$ cat config.mk
export PLATFORM = sky130hd
export DESIGN_NAME = tone_sample_gen
export DESIGN_NICKNAME = d
export VERILOG_FILES = /design/src/rtl/tone_sample_gen.sv
export SDC_FILE = /design/constraint.sdc
export NUM_CORES = 1
export LEC_CHECK = 0
export ABC_AREA = 1
export CAP_MARGIN = 15
export CORE_ASPECT_RATIO = 1.1
export CORE_UTILIZATION = 45
export CTS_BUF_LIST = sky130_fd_sc_hd__clkbuf_8 sky130_fd_sc_hd__clkbuf_16
export CTS_CLUSTER_DIAMETER = 80
export DETAILED_ROUTE_END_ITERATION = 16
export HOLD_SLACK_MARGIN = 0.02
export PLACE_DENSITY = 0.65
export SKIP_LAST_GASP = 1
export SYNTH_ARGS = -nofsm -noshare
export SYNTH_HDL_FRONTEND = slang
export SYNTH_SLANG_ARGS = --single-unit
$ cat constraint.sdc
create_clock -name CLOCK_50 -period 4.73 [get_ports CLOCK_50]
set_input_delay 0.946 -clock CLOCK_50 [delete_from_list [all_inputs] [get_ports CLOCK_50]]
set_output_delay 0.946 -clock CLOCK_50 [all_outputs]
set_load 0.02 [all_outputs]
$ cat src/rtl/tone_sample_gen.sv
// Note-to-sample generator: square wave at the requested half-period, shaped by an
// attack/sustain/release envelope and written to the audio codec once per sample tick.
module tone_sample_gen #(
    parameter int NOTE_W       = 20,
    parameter int SAMPLE_DIV   = 1042,
    parameter int AMP_PEAK     = 10000000,
    parameter int ATTACK_STEP  = 100000,
    parameter int RELEASE_STEP = 50000
) (
    input  logic              CLOCK_50,
    input  logic              reset,
    input  logic [NOTE_W-1:0] note_half_period,
    input  logic              note_on,
    input  logic              audio_out_allowed,
    output logic              write_audio_out,
    output logic [31:0]       left_channel_audio_out,
    output logic [31:0]       right_channel_audio_out,
    output logic              active,
    output logic              overrun
);

    localparam int                DIV_W    = (SAMPLE_DIV > 1) ? $clog2(SAMPLE_DIV) : 1;
    localparam logic [DIV_W-1:0]  DIV_LAST = DIV_W'(SAMPLE_DIV - 1);
    localparam logic [32:0]       PEAK_X   = 33'(AMP_PEAK);
    localparam logic [32:0]       ATK_X    = 33'(ATTACK_STEP);
    localparam logic [31:0]       REL_V    = 32'(RELEASE_STEP);
    localparam logic [NOTE_W-1:0] PER_ONE  = NOTE_W'(1);

    typedef enum logic [1:0] {
        S_IDLE,
        S_ATTACK,
        S_SUSTAIN,
        S_RELEASE
    } state_t;

    state_t              r_state;
    state_t              w_state_nxt;
    logic [31:0]         r_env;
    logic [31:0]         w_env_nxt;
    logic [32:0]         w_env_add;
    logic                r_gate;
    logic [NOTE_W-1:0]   r_period;
    logic [NOTE_W-1:0]   r_cnt;
    logic                r_pol;
    logic [DIV_W-1:0]    r_div;
    logic                r_pending;

    logic                w_gate;
    logic                w_gate_rise;
    logic                w_new_period;
    logic                w_latch;
    logic                w_tick;
    logic                w_wr;
    logic [31:0]         w_sample;

    assign w_gate       = note_on && (note_half_period != '0);
    assign w_gate_rise  = w_gate && !r_gate;
    assign w_new_period = w_gate && r_gate && (note_half_period != r_period);
    assign w_latch      = w_gate_rise || w_new_period;

    assign w_tick = (r_div == DIV_LAST);
    assign w_wr   = r_pending && audio_out_allowed;

    assign active                  = (r_state != S_IDLE);
    assign right_channel_audio_out = left_channel_audio_out;

    // Sample tick divider; a tick that finds the previous sample unwritten is dropped.
    always_ff @(posedge CLOCK_50 or posedge reset) begin
        if (reset) begin
            r_div     <= '0;
            r_pending <= 1'b0;
            overrun   <= 1'b0;
        end else begin
            r_div <= w_tick ? '0 : r_div + 1'b1;
            if (w_wr)
                r_pending <= 1'b0;
            else if (w_tick)
                r_pending <= 1'b1;
            if (w_tick && r_pending)
                overrun <= 1'b1;
        end
    end

    // Square-wave phase; restarts from the low half whenever a new period is latched.
    always_ff @(posedge CLOCK_50 or posedge reset) begin
        if (reset) begin
            r_gate   <= 1'b0;
            r_period <= '0;
            r_cnt    <= '0;
            r_pol    <= 1'b0;
        end else begin
            r_gate <= w_gate;
            if (w_latch) begin
                r_period <= note_half_period;
                r_cnt    <= '0;
                r_pol    <= 1'b0;
            end else if (r_period != '0) begin
                if (r_cnt == r_period - PER_ONE) begin
                    r_cnt <= '0;
                    r_pol <= ~r_pol;
                end else begin
                    r_cnt <= r_cnt + PER_ONE;
                end
            end
        end
    end

    // Envelope steps once per written sample, saturating at the peak and at zero.
    always_comb begin
        w_env_nxt = r_env;
        w_env_add = {1'b0, r_env} + ATK_X;
        if (write_audio_out) begin
            if (r_state == S_ATTACK)
                w_env_nxt = (w_env_add >= PEAK_X) ? PEAK_X[31:0] : w_env_add[31:0];
            else if (r_state == S_RELEASE)
                w_env_nxt = (r_env > REL_V) ? (r_env - REL_V) : '0;
        end
    end

    always_comb begin
        w_state_nxt = r_state;
        unique case (r_state)
            S_IDLE: begin
                if (w_gate_rise)
                    w_state_nxt = S_ATTACK;
            end
            S_ATTACK: begin
                if (!w_gate)
                    w_state_nxt = S_RELEASE;
                else if ({1'b0, w_env_nxt} == PEAK_X)
                    w_state_nxt = S_SUSTAIN;
            end
            S_SUSTAIN: begin
                // Gate fall takes priority over a simultaneous period change.
                if (!w_gate)
                    w_state_nxt = S_RELEASE;
                else if (w_new_period)
                    w_state_nxt = S_ATTACK;
            end
            S_RELEASE: begin
                if (w_gate_rise || w_new_period)
                    w_state_nxt = S_ATTACK;
                else if (w_env_nxt == '0)
                    w_state_nxt = S_IDLE;
            end
            default: w_state_nxt = S_IDLE;
        endcase
    end

    always_ff @(posedge CLOCK_50 or posedge reset) begin
        if (reset) begin
            r_state <= S_IDLE;
            r_env   <= '0;
        end else begin
            r_state <= w_state_nxt;
            r_env   <= w_env_nxt;
        end
    end

    always_comb begin
        w_sample = '0;
        if (r_state != S_IDLE)
            w_sample = r_pol ? r_env : (32'd0 - r_env);
    end

    always_ff @(posedge CLOCK_50 or posedge reset) begin
        if (reset) begin
            write_audio_out        <= 1'b0;
            left_channel_audio_out <= '0;
        end else begin
            write_audio_out <= w_wr;
            if (w_wr)
                left_channel_audio_out <= w_sample;
        end
    end

endmodule

==> impl_metrics.ini <==
[finish]
layout.nets = 1466
most-common-layout-cells = nand2_1, inv_1, nor2_1, dfrtp_1, o21ai_0
final_area_mm2 = 0.01080
diodes = 0
drive_above_1_share_pct = 7.415
final_common_cell = nand2_1
area_growth_pct = 14.80

[clocking]
cts.clk_slew.worst_paths_ns = 0.06
clock_latency_ns = 0.43
cts_setup_buffers = 0
ctsHoldBuffers = 0
htreeDepth = 4
cts_resized = 0
cts_buffers = 17
cts_tree = yes
clockRootBuffer = clkbuf_16
cts_buffer_depth = 2
cts.sinks = 122

[yosys]
synth_simple_gate_area_share_pct = 32.80
synth_nets = 1426
ys_warn_count = 0
netlist_instances = 1390
synthMuxAreaShare_pct = 0
ys_async_sr_fraction_pct = 100.0
synth_xor_area_share_pct = 8.563
synth_edf_count = 0
synth_area_per_cell_um2 = 6.770
synthFlopType = dfrtp_1
syn_area_mm2 = 0.009410
synth_adder_area_share_pct = 1.596
synth_top_family_by_area = simple AND/OR/NAND/NOR gates
synth_compound_area_share_pct = 11.41
synth.distinct_cells = 52
ys_seq_area_share_pct = 32.44
ys_ff_latch = 122

[route]
firstDrtPassIters = 6
wl_per_cell_um = 16.20
drt_iter0_markers = 579
routed_wirelength_um = 27520
drc_errors = 0
vias_per_cell = 5.295
ant_nets = 0
num_vias = 8996

[outcome]
status = finished, final reports clean

[sta]
tightest_slew_ns = 0.7178
rsz0062_at_grt = no
fin_crit_ns = 3.623
max-slew-margin-rel_pct = 52.15
max_freq_ghz = 0.2760
fin_skew_ns = 0.01176
setup_viol_count_final = 0
hold_violations = 0
finalMaxSlewViolations = 0
post-route-period-util_pct = 76.61
tns_ns = 0

[die]
ios = 91
die_w_um = 139.9
dieArea_mm2 = 0.02149
fp.coreArea_mm2 = 0.02051
rows = 55
die_h_um = 153.7
initial_core_util_pct = 45.89

[setup_path]
slowest_delay_ns = 0.61
cp.arrival_ns = 3.94
cpMostUsedCell = nand2_1
rr_endpoint = r_state[0]$_DFFE_PP0P_
start_kind = flop
crit_start = r_env[20]$_DFF_PP0_
cp.required_ns = 5.04
crit_chain = nand2_1 -> inv_1 -> nand2_1 -> nor2_1 -> nand3_1 -> nand2_1 -> nand2_1 -> nand2_1 -> nand2_1 -> nor2_2 -> and2b_1 -> nand2_2 -> nand2_4 -> nand2_4 -> nand2_1 -> nand2_1 -> nand2_1 -> nand4_1 -> nor2_1 -> nand2_1 -> nand2_1 -> nand2_1 -> nand2_1 -> nand2_1
critPathSlowestCell = dfrtp_1
timing.rr.start = r_env[20]$_DFF_PP0_
rr_worst_depth = 24
endpoint_kind = flop
worstPathMaxFanout = 16
crit_buf_inv = 1
crit_family = simple AND/OR/NAND/NOR gates
path_class = reg -> reg
r2r_slack_ns = 1.11

[global_routing]
overflow = 0
antenna_found_initial = 0
grt_pass1_wl_um = 44590
grt_max_degree = 55
track_usage_pct = 26.50
grt_pass1_vias = 8619

[placed_design]
portBuffers = 90
hpwl_um = 21040
postPlaceCellArea_mm2 = 0.01021
gp_congestion = 0.9793

[power]
leakagePower_nw = 5.088
power_density_mw_per_mm2 = 562.5
ir_drop_mv = 0.3272

[min_path]
hold_class = reg -> reg
min_path_cells = 1
holdPathEnd = overrun$_DFFE_PP0P_
holdCritStartpoint = overrun$_DFFE_PP0P_

[run]
timing.max_cap.violations = 0
-- flip-flops by register name, indices dropped and copies added (netlist names) --
| name | count |
|---|---|
| left_channel_audio_out | 32 |
| r_env | 32 |
| r_cnt | 20 |
| r_period | 20 |
| r_div | 11 |
| r_state | 2 |
| overrun | 1 |
| r_gate | 1 |
| r_pending | 1 |
| r_pol | 1 |
| write_audio_out | 1 |
-- cell type report --
class | count | area, um2
inverters | 192 | 728.2
clock inverters | 15 | 168.9
clock buffers | 17 | 425.4
fillers | 2094 | 9704
repair buffers | 102 | 991.0
flip-flops and latches | 122 | 3053
multi-input cells | 995 | 5116
well taps | 256 | 320.3
-- power breakdown --
part | switching [mW] | internal, mW
Sequential | 0.445 | 1.29
Clock | 0.555 | 0.786
Combinational | 1.90 | 1.10
Total | 2.90 | 3.18
-- cells by family after synthesis --
kind of cell / after synthesis
AO/OA/AOI/OAI: 190
XOR/XNOR: 92
adder cells (fa/ha/maj): 12
buffers and inverters: 273
flip-flops: 122
AND/OR/NAND/NOR: 701
-- through the flow --
step	setup slack, ns	instances	power (mW)	util, %	hold slack, ns
floorplan	0.5415	1390	3.852	-	0.4608
global placement	1.095	1667	4.692	49.78	0.4660
detailed placement	0.9882	1667	4.712	49.78	0.4705
CTS	1.171	1699	6.071	52.68	0.4877
global route	0.6960	1699	6.477	52.68	0.4910
finish	1.107	1699	6.077	52.68	0.4778
-- worst max path at each step --
stage,to,slack (ns),cells past startpoint
2_1_floorplan,left_channel_audio_out[0]$_DFFE_PP0P_,0.54,1
3_3_place_gp,r_cnt[19]$_DFFE_PP0P_,1.10,15
3_5_place_dp,r_cnt[19]$_DFFE_PP0P_,0.99,15
4_1_cts,r_state[0]$_DFFE_PP0P_,1.17,22
5_1_grt,r_state[1]$_DFFE_PP0P_,0.70,22
6_report,r_state[0]$_DFFE_PP0P_,1.11,24
-- routing by layer --
layer | part of all wire, % | global-route usage (%) | vias to the layer above
li1 | - | - | 4466
met5 | 0 | 0 | -
met1 | 43 | 33.06 | 4145
met2 | 49 | 46.24 | 329
met3 | 5.3 | 3.114 | 56
met4 | 3.0 | 11.15 | 0
-- cell usage after synthesis (2+ instances only) --
| cell | number | area [um2] |
|---|---|---|
| a21oi_1 | 45 | 225.2 |
| inv_2 | 12 | 45.04 |
| nand3_1 | 84 | 420.4 |
| clkbuf_1 | 26 | 97.59 |
| o211ai_1 | 3 | 22.52 |
| nand2_1 | 328 | 1231 |
| buf_6 | 4 | 45.04 |
| o21ai_0 | 104 | 520.5 |
| inv_4 | 2 | 12.51 |
| o21ai_1 | 7 | 35.03 |
| xnor2_1 | 13 | 113.9 |
| a32o_1 | 4 | 40.04 |
| and2_1 | 2 | 12.51 |
| nor2_4 | 3 | 33.78 |
| a21oi_4 | 3 | 48.80 |
| inv_1 | 175 | 656.9 |
| nand3_2 | 2 | 20.02 |
| nand2_4 | 6 | 67.56 |
| buf_2 | 8 | 40.04 |
| nor2_1 | 167 | 626.9 |
| or2_2 | 7 | 43.79 |
| o22ai_1 | 11 | 68.82 |
| buf_4 | 40 | 300.3 |
| a22o_1 | 2 | 17.52 |
| nand4_1 | 29 | 181.4 |
| nor3b_1 | 4 | 30.03 |
| nand2_2 | 13 | 81.33 |
| nor2_2 | 11 | 68.82 |
| nor3_1 | 27 | 135.1 |
| ha_1 | 12 | 150.1 |
| dfrtp_1 | 122 | 3053 |
| xor2_1 | 79 | 691.9 |
| o21bai_1 | 3 | 22.52 |
| nor4_1 | 12 | 75.07 |
| clkinv_1 | 3 | 11.26 |
-- worst reg2reg max path: stages, from the launching register on --
cell and delay, ns:
dfrtp_1 0.61, nand2_1 0.21, inv_1 0.09, nand2_1 0.10
nor2_1 0.12, nand3_1 0.15, nand2_1 0.13, nand2_1 0.05
nand2_1 0.10, nand2_1 0.08, nor2_2 0.15, and2b_1 0.17
nand2_2 0.09, nand2_4 0.17, nand2_4 0.18, nand2_1 0.10
nand2_1 0.05, nand2_1 0.18, nand4_1 0.15, nor2_1 0.24
nand2_1 0.11, nand2_1 0.08, nand2_1 0.07, nand2_1 0.06
nand2_1 0.05
Note: power is estimated with default switching activity, not from simulation.
